==> src/rtl/instr_register_ctrl.sv <==
// Write/read scheduler in front of the instruction register file: round-robin write
// arbitration, occupancy tracking and FIFO-ordered reads with a valid/ready consumer port.
//
// read FSM states
//   state   | meaning
//   RD_IDLE | no entry presented; waits for a fully written entry
//   RD_ADDR | read_pointer just driven; register file output settles
//   RD_DATA | rd_valid high, read_pointer held until rd_ready
module instr_register_ctrl #(
  parameter int NUM_REQ = 2,
  parameter int DEPTH   = 32,
  parameter int AW      = 5,
  parameter int OPC_W   = 4,
  parameter int OPD_W   = 32
) (
  input  logic                      clk,
  input  logic                      reset,
  input  logic [NUM_REQ-1:0]        req_valid,
  output logic [NUM_REQ-1:0]        req_ready,
  input  logic [NUM_REQ*OPC_W-1:0]  req_opcode,
  input  logic [NUM_REQ*OPD_W-1:0]  req_op_a,
  input  logic [NUM_REQ*OPD_W-1:0]  req_op_b,
  output logic                      load_en,
  output logic [AW-1:0]             write_pointer,
  output logic [OPC_W-1:0]          opcode,
  output logic signed [OPD_W-1:0]   operand_a,
  output logic signed [OPD_W-1:0]   operand_b,
  output logic [AW-1:0]             read_pointer,
  output logic                      rd_valid,
  input  logic                      rd_ready,
  output logic [AW:0]               count,
  output logic                      full,
  output logic                      empty
);

  localparam int GW = (NUM_REQ > 1) ? $clog2(NUM_REQ) : 1;

  typedef enum logic [1:0] {
    RD_IDLE,
    RD_ADDR,
    RD_DATA
  } rd_state_t;

  rd_state_t         rd_state;
  logic [GW-1:0]     last_grant;
  logic [GW-1:0]     grant_idx;
  logic [GW-1:0]     cand_idx;
  int                cand;
  logic              accept;
  logic              rd_hs;
  logic [AW-1:0]     wr_ptr;
  logic [AW-1:0]     rd_ptr;
  logic [AW:0]       avail;
  logic [OPC_W-1:0]  sel_opcode;
  logic [OPD_W-1:0]  sel_op_a;
  logic [OPD_W-1:0]  sel_op_b;

  assign full  = (count == (AW+1)'(DEPTH));
  assign empty = (count == '0);
  assign rd_hs = rd_valid & rd_ready;
  // Entry whose write is still in flight is not yet readable from the register file.
  assign avail = count - {{AW{1'b0}}, load_en};

  always_comb begin
    req_ready = '0;
    grant_idx = last_grant;
    cand      = 0;
    cand_idx  = '0;
    accept    = 1'b0;
    if (!reset && !full) begin
      for (int k = 1; k <= NUM_REQ; k++) begin
        cand     = (int'(last_grant) + k) % NUM_REQ;
        cand_idx = GW'(cand);
        if (!accept && req_valid[cand_idx]) begin
          accept    = 1'b1;
          grant_idx = cand_idx;
        end
      end
      if (accept) begin
        req_ready[grant_idx] = 1'b1;
      end
    end
  end

  always_comb begin
    sel_opcode = req_opcode[int'(grant_idx)*OPC_W +: OPC_W];
    sel_op_a   = req_op_a[int'(grant_idx)*OPD_W +: OPD_W];
    sel_op_b   = req_op_b[int'(grant_idx)*OPD_W +: OPD_W];
  end

  always_ff @(posedge clk or posedge reset) begin
    if (reset) begin
      load_en       <= 1'b0;
      write_pointer <= '0;
      wr_ptr        <= '0;
      opcode        <= '0;
      operand_a     <= '0;
      operand_b     <= '0;
      last_grant    <= GW'(NUM_REQ - 1);
    end else begin
      load_en <= accept;
      if (accept) begin
        write_pointer <= wr_ptr;
        wr_ptr        <= wr_ptr + AW'(1);
        opcode        <= sel_opcode;
        operand_a     <= sel_op_a;
        operand_b     <= sel_op_b;
        last_grant    <= grant_idx;
      end
    end
  end

  always_ff @(posedge clk or posedge reset) begin
    if (reset) begin
      count <= '0;
    end else if (accept && !rd_hs) begin
      count <= count + (AW+1)'(1);
    end else if (!accept && rd_hs) begin
      count <= count - (AW+1)'(1);
    end
  end

  always_ff @(posedge clk or posedge reset) begin
    if (reset) begin
      rd_state     <= RD_IDLE;
      rd_ptr       <= '0;
      read_pointer <= '0;
      rd_valid     <= 1'b0;
    end else begin
      case (rd_state)
        RD_IDLE: begin
          if (avail != '0) begin
            read_pointer <= rd_ptr;
            rd_state     <= RD_ADDR;
          end
        end
        RD_ADDR: begin
          rd_valid <= 1'b1;
          rd_state <= RD_DATA;
        end
        RD_DATA: begin
          if (rd_ready) begin
            rd_valid <= 1'b0;
            rd_ptr   <= rd_ptr + AW'(1);
            if (avail > (AW+1)'(1)) begin
              read_pointer <= rd_ptr + AW'(1);
              rd_state     <= RD_ADDR;
            end else begin
              rd_state <= RD_IDLE;
            end
          end
        end
        default: begin
          rd_valid <= 1'b0;
          rd_state <= RD_IDLE;
        end
      endcase
    end
  end

endmodule

==> config.mk <==
export PLATFORM = sky130hd
export DESIGN_NAME = instr_register_ctrl
export DESIGN_NICKNAME = d
export VERILOG_FILES = /design/src/rtl/instr_register_ctrl.sv
export SDC_FILE = /design/constraint.sdc
export NUM_CORES = 1
export LEC_CHECK = 0
export CORE_ASPECT_RATIO = 0.9
export CORE_UTILIZATION = 37
export CTS_CLUSTER_DIAMETER = 100
export CTS_CLUSTER_SIZE = 16
export DETAILED_ROUTE_END_ITERATION = 12
export PLACE_DENSITY = 0.78
export SYNTH_ARGS = -nofsm -noshare
export SYNTH_HDL_FRONTEND = slang
export SYNTH_SLANG_ARGS = --single-unit
==> constraint.sdc <==
create_clock -name clk -period 3.1 [get_ports clk]
set_input_delay 0.62 -clock clk [delete_from_list [all_inputs] [get_ports clk]]
set_output_delay 0.62 -clock clk [all_outputs]
set_load 0.02 [all_outputs]
==> qor.tcl <==
set qor(outcome) {completed}
set qor(synth_top_area_cell) {dfrtp_1}
set qor(area_growth_syn_to_layout_pct) 59.5
set qor(first_global_vias) 4388
set qor(irDropWorstVdd_mv) 0.483
set qor(layout_worst_path_cycle_share_pct) 93.8
set qor(power.clock.fraction_pct) 17.0
set qor(timing.setup.critical_path_class) {register to output port}
set qor(numClockSinks) 99
set qor(clock_insertion_delay_worst_skew_ns) 0.34
set qor(holdBufCountCts) 0
set qor(yosys-top-cells-count) {149 x nand2_1, 98 x dfrtp_1, 77 x nor2_1}
set qor(ys_seq_area_share_pct) 53.5
set qor(antenna_cells) 0
set qor(ys_async_sr_fraction_pct) 100
set qor(comb_power_share_pct) 49.3
set qor(period_needed_ns) 2.91
set qor(design.final.nets) 881
set qor(synth_top_area_share_pct) 52.9
set qor(crit_path_max_delay_family) {simple AND/OR/NAND/NOR gates}
set qor(yosysWarnings) 0
set qor(vias) 4443
set qor(setup_viol) 0
set qor(hold_slack_ns) 0.491
set qor(detail_route.wl_per_cell_microns) 14.7
set qor(antenna_violations_before_repair) 0
set qor(grt_max_degree) 83
set qor(grt_pass1_wl_microns) 20500
set qor(timing.critical_path.from_type) {register}
set qor(timing.clock.skew_ns) 0.00707
set qor(drt_drc_violations_left) 0
set qor(core_area_sq_um) 12100
set qor(largest_fanout_on_the_critical_path) 7
set qor(gr-usage-all-layers_pct) 20.0
set qor(total_i_o_pin_count) 231
set qor(fin_cells) 895
set qor(dr.first_iter.drc_count) 293
set qor(critical_path_required_time_ns) 2.48
set qor(grt_setup_unrepaired) {false}
set qor(numPlacedInstances) 879
set qor(synthCells) 513
set qor(cts_root_buf) {clkbuf_16}
set qor(worstPathBufferInverterCount) 1
set qor(timing.critical_path.arrival_ns) 2.29
set qor(cts_tree) {yes}
set qor(ys.flop_type) {dfrtp_1}
set qor(hpwl_microns) 9560
set qor(power_switching_share_pct) 39.5
set qor(synth_seq_cells) 99
set qor(pwr_density_cell_nw_per_um2) 866
set qor(worstHoldPathType) {register to register}
set qor(fmax_mhz) 344
set qor(ant_nets) 0
set qor(postSynthNetCount) 664
set qor(pwr-share-seq_pct) 33.7
set qor(port-buffer-count) 230
set qor(horiz_die_dim_microns) 120
set qor(htreeDepth) 3
set qor(worstPathCellList) {or4_4, nor2_4, nor3_2, and2_1, clkdlybuf4s50_1}
set qor(final_layout_size_suffix_gt1_share_pct) 6.53
set qor(post_synth_main_area_contributors) {dfrtp_1 53%, nand2_1 12%, a31oi_1 9.2%, nor2_1 6.2%, mux2_2 3.2%}
set qor(drt_first_pass_iters) 7
set qor(total_switching_power_mw) 2.53
set qor(tightestPinTransition_ns) 0.773
set qor(worstSetupEndpointType) {output port}
set qor(p_int_mw) 3.87
set qor(cp_slowest_stage_delay_ns) 0.59
set qor(viasPerCell) 4.96
set qor(cts-root-to-sink-buffers) 2
set qor(synth_edf_count) 0
set qor(yosysUniqueCellTypes) 37
set qor(synthMostInstantiatedCell) {nand2_1}
set qor(cts.reportedPaths.clkPinSlew_ns) 0.07
set qor(synth_area_sq_um) 4640
set qor(hold_viol_final) 0
set qor(routabilityCongestion) 0.873
set qor(grt.overflow.total) 0
set qor(max_slew_margin_vs_limit_pct) 48.5
set qor(cts_resized) 0
set qor(timing_max_transition_violations_final) 0
set qor(report.power.total_mw) 6.40
set qor(effective_utilization_at_floorplan_pct) 38.2
set qor(cts-buffers-inserted) 9
set qor(wirelength_microns) 13100
set qor(post_synth.cell_area_avg_sq_um) 9.04
set qor(post-cts-setup-buffer-count) 0
set qor(std_cell_rows) 38
set qor(maxCapViolations) 0
set qor(leakage_nw) 3.08
set qor(dieHeight_microns) 108
set qor(timing.critical_path.slowest_stage_cell) {or4_4}
set qor(fp.dieArea_sq_um) 13000
[area by class of cell]
cell class                 instances  area, sq um
fill                            1028         4730
clock inverter                     7         66.3
inverter                           6         26.3
multi-input combinational        377         2010
clock buffer                       9          225
timing repair buffer             237         2380
sequential                        99         2480
tap                              160          200
[power by group through the flow]
stage	clock (mW)	combinational, mW	sequential, mW
2_1_floorplan	0	1.35	2.64
4_1_cts	1.12	3.19	2.16
3_5_place_dp	0	3.17	2.19
5_1_grt	1.17	3.41	2.23
3_3_place_gp	0	3.08	2.16
6_report	1.09	3.16	2.16
[layer usage]
layer / track usage (%) / up-vias / part of all wire, %
met1: 22.9 / 2099 / 41
met2: 36.4 / 158 / 51
met4: 7.41 / 0 / 2.2
met3: 4.43 / 21 / 5.7
met5: 0 / - / 0
li1: - / 2165 / -
[sequential cells by signal, indices dropped and copies added, names as in the netlist]
register       flops
read_pointer       5
operand_a         32
load_en            1
rd_state           2
last_grant         1
operand_b         32
rd_valid           1
opcode             4
count              6
rd_ptr             5
write_pointer      5
wr_ptr             5
[kinds of logic after synthesis]
| logic type | Yosys count | synth area share [%] |
|---|---|---|
| xor+xnor | 17 | 3.21 |
| flops | 99 | 53.5 |
| fa+ha+maj | 10 | 2.86 |
| simple gates | 248 | 21.3 |
| mux | 13 | 3.16 |
| buf+inv | 37 | 3.67 |
| compound gates | 89 | 12.3 |
[stage by stage]
stage | setup TNS, ns | utilization, % | setup slack [ns] | cell area, sq um
6_report | 0 | 61.0 | 0.191 | 7390
5_1_grt | 0 | 61.0 | 0.0743 | 7390
4_1_cts | 0 | 61.0 | 0.173 | 7390
3_5_place_dp | 0 | 58.6 | 0.0598 | 7100
3_3_place_gp | 0 | 58.6 | 0.168 | 7100
2_1_floorplan | -1.27 | - | -0.0976 | 4710
[layout by cell type, fill, tap and decap left out, drive strengths merged]
master         instances
a211oi                 1
a21o                   2
a21oi                  3
a221oi                 1
a31oi                 68
and2                   2
buf                    7
clkbuf                 9
clkdlybuf4s50        230
clkinv                 3
clkinvlp               1
dfrtp                 98
dfstp                  1
fa                     1
ha                     9
inv                    9
mux2                  13
nand2                149
nand2b                 4
nand3                  3
nand4                  3
nand4b                 1
nor2                  77
nor2b                  1
nor3                   2
nor4                   4
nor4b                  1
o2111ai                1
o211a                  1
o21a                   2
o21ai                  9
o41ai                  1
or4                    1
xnor2                 10
xor2                   7
[worst paths after layout]
kind / startpoint / endpoint / slack [ns] / cells after the start
min in group asynchronous: reset / operand_b[31] / 0.89 / 3
max in group asynchronous: reset / count[1] / 0.99 / 4
setup / recovery: count[1] / req_ready[0] / 0.19 / 5
hold reg to reg: wr_ptr[4] / wr_ptr[4] / 0.49 / 1
setup reg to reg: count[1] / count[5] / 0.32 / 10
hold / removal: wr_ptr[4] / wr_ptr[4] / 0.49 / 1
(Power assumes the default switching activity.)
